--- src/rtl/gauge_pkg.sv ---
`default_nettype none
// ============================================================================
// Module      : gauge_pkg
// Description : Shared constants and sweep state encoding for the servo gauge
//               driver (frame length, pulse base width, position range, slew).
// Revision    : 1.0 - initial release
// ============================================================================
package gauge_pkg;

    localparam int c_PERIOD   = 200;  // ticks per PWM frame (20 ms at 10 kHz)
    localparam int c_MIN_HIGH = 5;    // high ticks at position 0 (0.5 ms)
    localparam int c_MAX_POS  = 20;   // largest legal position
    localparam int c_STEP     = 1;    // largest position change per frame

    // Power-on needle self-test states
    typedef enum logic [1:0] {
        SWEEP_UP   = 2'd0,
        SWEEP_DOWN = 2'd1,
        TRACK      = 2'd2
    } sweep_state_t;

endpackage : gauge_pkg
`default_nettype wire

--- src/rtl/servo_pwm_frame.sv ---
`default_nettype none
// ============================================================================
// Module      : servo_pwm_frame
// Description : Tick-driven PWM frame counter. Flags the frame wrap, emits a
//               registered one-cycle frame_start pulse and drives the
//               registered PWM output by comparing the next count against the
//               pulse width that will be in force after the same edge.
// Revision    : 1.0 - initial release
// ============================================================================
module servo_pwm_frame
    import gauge_pkg::*;
#(
    parameter int PERIOD = c_PERIOD,
    parameter int CNT_W  = 8
) (
    input  logic             clk,
    input  logic             rst_n,
    input  logic             i_tick_en,
    input  logic             i_gauge_en,
    input  logic [CNT_W-1:0] i_width_next,
    output logic             o_wrap,
    output logic             o_frame_start,
    output logic             o_servo_pwm
);

    localparam logic [CNT_W-1:0] c_LAST = CNT_W'(PERIOD - 1);

    logic [CNT_W-1:0] r_frame_cnt;
    logic [CNT_W-1:0] w_cnt_next;
    logic             w_wrap;
    logic             r_frame_start;
    logic             r_servo_pwm;

    // Wrap detection and next counter value
    always_comb begin
        w_wrap     = i_tick_en && (r_frame_cnt == c_LAST);
        w_cnt_next = r_frame_cnt;
        if (i_tick_en) begin
            w_cnt_next = w_wrap ? '0 : r_frame_cnt + 1'b1;
        end
    end

    // Counter, frame_start pulse and PWM level; PWM only moves on a tick
    always_ff @(posedge clk or negedge rst_n) begin
        if (!rst_n) begin
            r_frame_cnt   <= '0;
            r_frame_start <= 1'b0;
            r_servo_pwm   <= 1'b0;
        end else begin
            r_frame_start <= w_wrap;
            if (i_tick_en) begin
                r_frame_cnt <= w_cnt_next;
                r_servo_pwm <= (w_cnt_next < i_width_next) && i_gauge_en;
            end
        end
    end

    assign o_wrap        = w_wrap;
    assign o_frame_start = r_frame_start;
    assign o_servo_pwm   = r_servo_pwm;

endmodule : servo_pwm_frame
`default_nettype wire

--- src/rtl/servo_gauge_driver.sv ---
`default_nettype none
// ============================================================================
// Module      : servo_gauge_driver
// Description : Converts a requested gauge position into a slew-limited hobby
//               servo PWM. Target is clamped and sampled once per frame; the
//               driven position moves toward it by at most STEP per frame.
//               Optional macro GAUGE_SWEEP_EN adds a power-on needle sweep
//               (full scale up, back to zero, then track target_pos).
// Revision    : 1.0 - initial release
// ============================================================================
module servo_gauge_driver
    import gauge_pkg::*;
#(
    parameter int PERIOD   = c_PERIOD,
    parameter int CNT_W    = 8,
    parameter int POS_W    = 5,
    parameter int MAX_POS  = c_MAX_POS,
    parameter int MIN_HIGH = c_MIN_HIGH,
    parameter int STEP     = c_STEP
) (
    input  logic             clk_100mhz,
    input  logic             rst_n,
    input  logic             tick_en,
    input  logic             gauge_en,
    input  logic [POS_W-1:0] target_pos,
    output logic             servo_pwm,
    output logic [POS_W-1:0] cur_pos,
    output logic             at_target,
    output logic             frame_start,
    output logic             sweep_busy
);

    localparam logic [POS_W-1:0] c_MAX_P   = POS_W'(MAX_POS);
    localparam logic [POS_W-1:0] c_STEP_P  = POS_W'(STEP);
    localparam logic [CNT_W-1:0] c_MIN_W   = CNT_W'(MIN_HIGH);

    logic [POS_W-1:0] r_cur_pos;
    logic [CNT_W-1:0] r_width;
    logic             r_at_target;

    logic             w_wrap;
    logic             w_step_en;
    logic [POS_W-1:0] w_tgt_clamp;
    logic [POS_W-1:0] w_goal;
    logic [POS_W-1:0] w_pos_next;
    logic [CNT_W-1:0] w_width_next;
    logic             w_busy_next;

    // Position only advances at a frame wrap while the servo is driven
    assign w_step_en   = w_wrap && gauge_en;
    assign w_tgt_clamp = (target_pos > c_MAX_P) ? c_MAX_P : target_pos;

`ifdef GAUGE_SWEEP_EN
    sweep_state_t r_state;
    sweep_state_t w_state_next;

    // Sweep state register; reset starts the self-test
    always_ff @(posedge clk_100mhz or negedge rst_n) begin
        if (!rst_n) begin
            r_state <= SWEEP_UP;
        end else begin
            r_state <= w_state_next;
        end
    end

    // Internal goal per sweep phase; external target only honoured in TRACK
    always_comb begin
        w_goal = w_tgt_clamp;
        case (r_state)
            SWEEP_UP:   w_goal = c_MAX_P;
            SWEEP_DOWN: w_goal = '0;
            default:    w_goal = w_tgt_clamp;
        endcase
    end

    // Phase changes once the stepped position reaches the end of each sweep
    always_comb begin
        w_state_next = r_state;
        case (r_state)
            SWEEP_UP: begin
                if (w_step_en && (w_pos_next == c_MAX_P)) begin
                    w_state_next = SWEEP_DOWN;
                end
            end
            SWEEP_DOWN: begin
                if (w_step_en && (w_pos_next == '0)) begin
                    w_state_next = TRACK;
                end
            end
            default: w_state_next = TRACK;
        endcase
    end

    assign w_busy_next = (w_state_next != TRACK);
    assign sweep_busy  = (r_state != TRACK);
`else
    assign w_goal      = w_tgt_clamp;
    assign w_busy_next = 1'b0;
    assign sweep_busy  = 1'b0;
`endif

    // Slew limiter: move toward the goal by at most STEP
    always_comb begin
        w_pos_next = r_cur_pos;
        if (w_step_en) begin
            if (w_goal > r_cur_pos) begin
                w_pos_next = ((w_goal - r_cur_pos) > c_STEP_P) ? (r_cur_pos + c_STEP_P) : w_goal;
            end else if (w_goal < r_cur_pos) begin
                w_pos_next = ((r_cur_pos - w_goal) > c_STEP_P) ? (r_cur_pos - c_STEP_P) : w_goal;
            end
        end
    end

    // Width that applies after this edge; the frame module compares against it
    assign w_width_next = w_wrap ? (c_MIN_W + CNT_W'(w_pos_next)) : r_width;

    // Per-frame position, width and at_target registers
    always_ff @(posedge clk_100mhz or negedge rst_n) begin
        if (!rst_n) begin
            r_cur_pos   <= '0;
            r_width     <= c_MIN_W;
            r_at_target <= 1'b0;
        end else if (w_wrap) begin
            r_cur_pos   <= w_pos_next;
            r_width     <= w_width_next;
            r_at_target <= (w_pos_next == w_tgt_clamp) && !w_busy_next;
        end
    end

    servo_pwm_frame #(
        .PERIOD (PERIOD),
        .CNT_W  (CNT_W)
    ) u_frame (
        .clk           (clk_100mhz),
        .rst_n         (rst_n),
        .i_tick_en     (tick_en),
        .i_gauge_en    (gauge_en),
        .i_width_next  (w_width_next),
        .o_wrap        (w_wrap),
        .o_frame_start (frame_start),
        .o_servo_pwm   (servo_pwm)
    );

    assign cur_pos   = r_cur_pos;
    assign at_target = r_at_target;

endmodule : servo_gauge_driver
`default_nettype wire

--- config.mk ---
export PLATFORM = sky130hd
export DESIGN_NAME = servo_gauge_driver
export DESIGN_NICKNAME = d
export VERILOG_FILES = /design/src/rtl/gauge_pkg.sv /design/src/rtl/servo_pwm_frame.sv /design/src/rtl/servo_gauge_driver.sv
export SDC_FILE = /design/constraint.sdc
export NUM_CORES = 1
export LEC_CHECK = 0
export CAP_MARGIN = 15
export CORE_MARGIN = 8
export CORE_UTILIZATION = 35
export DETAILED_ROUTE_END_ITERATION = 7
export SLEW_MARGIN = 0
export SYNTH_ARGS = -nofsm -noshare
export SYNTH_HDL_FRONTEND = slang
export SYNTH_SLANG_ARGS = --single-unit
--- constraint.sdc ---
create_clock -name clk_100mhz -period 3.9 [get_ports clk_100mhz]
set_input_delay 0.975 -clock clk_100mhz [delete_from_list [all_inputs] [get_ports clk_100mhz]]
set_output_delay 0.975 -clock clk_100mhz [all_outputs]
set_load 0.02 [all_outputs]
==> results of run 1 <==
critical path: cells and delay by family:
family                     cells  cell delay (ns)
AOI/OAI and AO/OA              9             1.62
and+or+nand+nor                4             0.69
xor gates and xnor gates       2             0.30
adders and majority gates      3             0.79
muxes                          1             0.11
buffers and inverters          3             0.39
synth_stat cells (3+ instances only):
library cell	instances	area share (%)
sky130_fd_sc_hd__o31ai_1	5	1.7
sky130_fd_sc_hd__nor2_1	22	3.8
sky130_fd_sc_hd__nor3_1	5	1.1
sky130_fd_sc_hd__mux2_2	5	2.6
sky130_fd_sc_hd__a21oi_1	11	2.5
sky130_fd_sc_hd__mux2i_1	12	5.5
sky130_fd_sc_hd__xnor2_1	15	6.0
sky130_fd_sc_hd__o22ai_1	4	1.1
sky130_fd_sc_hd__nand3_1	7	1.6
sky130_fd_sc_hd__nand2b_1	4	1.1
sky130_fd_sc_hd__nand2_1	15	2.6
sky130_fd_sc_hd__a21oi_2	3	1.2
sky130_fd_sc_hd__dfrtp_1	22	25
sky130_fd_sc_hd__clkbuf_1	5	0.86
sky130_fd_sc_hd__ha_1	20	11
sky130_fd_sc_hd__o21ai_0	6	1.4
sky130_fd_sc_hd__xor2_1	10	4.0
sky130_fd_sc_hd__inv_1	16	2.8
sky130_fd_sc_hd__and2_1	3	0.86
metal layers:
metal	GRT usage [%]	part of all wire [%]
met5	0	0
met4	3.12	0.72
met3	1.67	2.1
met2	23.9	55
met1	14.5	43
sequential cells by signal, indices dropped and copies added, names as in the netlist:
register / cells
u_frame.r_frame_cnt: 8
u_frame.o_frame_start: 1
at_target: 1
r_width: 8
cur_pos: 5
u_frame.o_servo_pwm: 1
repair_timing:
action / CTS / global route
pin swaps: 13 / 23
resized for setup: 23 / 20
cloned: 0 / 0
setup buffers: 2 / 5
setup endpoints to repair: 7 / 5
cell type report:
cell class,instances,area [um^2],share of cell area (%)
clock buffer,3,41.3,1.31
clock inverter,1,30.0,0.951
inverter,18,70.1,2.22
multi-input combinational,187,1640,52.0
sequential,24,603,19.1
tap,75,93.8,2.97
timing repair buffer,83,677,21.4
report_power, final:
group / switching (W) / internal [W]
registers: 0.0000475 / 0.000285
logic: 0.000204 / 0.000223
clock network: 0.0000763 / 0.000137
how the worst max path moves through the flow:
| stage | cells after the start | to |
|---|---|---|
| after floorplan | 19 | u_frame.o_servo_pwm |
| after global placement | 21 | u_frame.o_servo_pwm |
| after detailed placement | 21 | u_frame.o_servo_pwm |
| after CTS | 22 | u_frame.o_servo_pwm |
| after global routing | 22 | u_frame.o_servo_pwm |
| final | 22 | u_frame.o_servo_pwm |
metrics by stage:
stage	cell area (um^2)	total power [W]
floorplan	2250	0.000608
global placement	2890	0.000709
detailed placement	2890	0.000720
CTS	3000	0.000942
global route	3160	0.00105
finish	3160	0.000973
cells by family after synthesis:
family	Yosys count
AO/OA/AOI/OAI	51
flip-flops	24
other	1
XOR/XNOR	26
AND/OR/NAND/NOR	69
adder cells (fa/ha/maj)	22
multiplexers	18
buffers and inverters	28
==> results_dict.tcl, run 1 <==
set metrics [dict create \
    fin_setup_tns_ns -0.836 \
    coreArea_um2 5990 \
    nFillCells 562 \
    failed_checks "setup timing" \
    max_freq_mhz 211 \
    r2r-start "cur_pos[0]" \
    gr-usage-all-layers_pct 12.6 \
    timing.hold.worst_path_depth 1 \
    yosys.cell_types.count 58 \
    max_stage_delay_ns 0.36 \
    remaining_drc_errors 0 \
    cell_by_cell_trace_of_the_critical_path "buf_8, o21ai_4, nand2_2, buf_6, ha_4, fa_2, nand2b_4, a21oi_4, xor2_2, nor3_4, or3_4, a31o_4, a221oi_4, buf_4, xnor2_2, mux2i_1, ha_1, a21o_1, a21oi_2, a21oi_1, a21bo_2, a32o_1" \
    num_vias 1965 \
    power_density_nw_per_um2 308 \
    placed_cells 379 \
    placed_wire_length_estimate_um 4460 \
    worstSetupStartpoint "target_pos[3]" \
    layout.core_utilization_pct 52.7 \
    drv_cap 0 \
    yosys_warnings 0 \
    critical_path_data_required_time_ns 4.06 \
    routed_wl_um 5570 \
    layout.nets 348 \
    post_synth_xor_area_fraction_pct 10.8 \
    min_period_over_period_pct 121 \
    timing.final.setup_violations 1 \
    clock_tree.buffer_depth 2 \
    final-hold-violation-count 0 \
    synth.area.mux_share_pct 8.60 \
    grt_first_pass_wirelength_um 9220 \
    synth_top_family_by_area "compound AO/OA/AOI/OAI gates" \
    timing_worst_setup_path_type "input pin to flop" \
    static-leakage-power_nw 1.41 \
    relSlewSlack_pct 65.1 \
    endpoint_kind "flop" \
    slowest_stage "sky130_fd_sc_hd__or3_4" \
    initial_utilization_pct 36.4 \
    area_delta_synth_final_pct 44.7 \
    port-buffer-count 16 \
    synth.yosys.seq_area_share_pct 27.6 \
    cts_root_buffer "sky130_fd_sc_hd__clkbuf_8" \
    synth_cells 239 \
    synth.net_count 270 \
    synth-edff-count 0 \
    num_rows 28 \
    h-tree-depth 1 \
    synth_compound_area_share_pct 17.4 \
    place_congestion 0.825 \
    worst-r2r-cell-count 19 \
    worstPathArrival_ns 4.89 \
    global_route.overflow_total 0 \
    final_period_minus_worst_setup_slack_ns 4.74 \
    io_pins 18 \
    cts_inserted_buffers 3 \
    layout.cells.most_common_list "sky130_fd_sc_hd__buf_4, sky130_fd_sc_hd__dfrtp_1, sky130_fd_sc_hd__nor2_1" \
    initial_antenna_violation_count 0 \
    insertion_delay_ns 0.26 \
    crit_path_setup_slack_layout_ns -0.836 \
    worstPathMaxFanout 6 \
    floorplan.die.height_um 95.0 \
    drt-initial-drc-count 53 \
    avgRoutedWirePerCell_um 14.3 \
    first_global_vias 2025 \
    worstHoldPathType "flop to flop" \
    r2r_setup_slack_ns -0.24 \
    synth-simple-area-share_pct 16.2 \
    post_layout_nonfiller_instances 391 \
    tightest_slew_ns 0.521 \
    final_common_cell "sky130_fd_sc_hd__buf_4" \
    synth_flop_cell "sky130_fd_sc_hd__dfrtp_1" \
    cts.sink_count 24 \
    final.setup_skew_ns 0.00628 \
    unrepaired_setup_endpoints_after_global_routing "yes" \
    detail-route-antenna-nets 0 \
    worst_setup_hold_path_clk_slew_ns 0.08 \
    die-width_um 95.0 \
    worst_r2r_endpoint "u_frame.o_servo_pwm" \
    syn-mean-instance-area_um2 9.13 \
    detailedRoute.firstPassIterationCount 4 \
    ffs_w_async_s_r_synth_pct 100 \
    vdd.ir_drop.worst_uv 353 \
    pre_cts_slack_ns -1.47 \
    grt_start_max_net_pins 25 \
    yosys_register_bits 24 \
    hold_bufs_inserted_after_cts 0 \
    synth_area_um2 2180 \
    worstHoldStart "r_width[7]" \
    vias_per_cell 5.03 \
    cp-start-kind "input pin" \
    synth_fa_ha_area_share_pct 13.3 \
    layout_cells_sized_above_1_pct 41.1 \
    timing_max_transition_violations_final 0 \
    tritoncts "yes" \
    worst_hold_path.endpoint "r_width[7]" \
    antennaDiodeCount 0 \
    hold_ws_ns 0.485 \
    die_area_um2 9020 \
    outcome "finished with violations" \
]
Note: power is estimated with default switching activity, not from simulation.
==> run 2, diff against run 1 <==
- CTS_CLUSTER_SIZE: unset -> 25
==> results of run 2 <==
No change in the layout: final DEF, timing and power equal those of run 1.
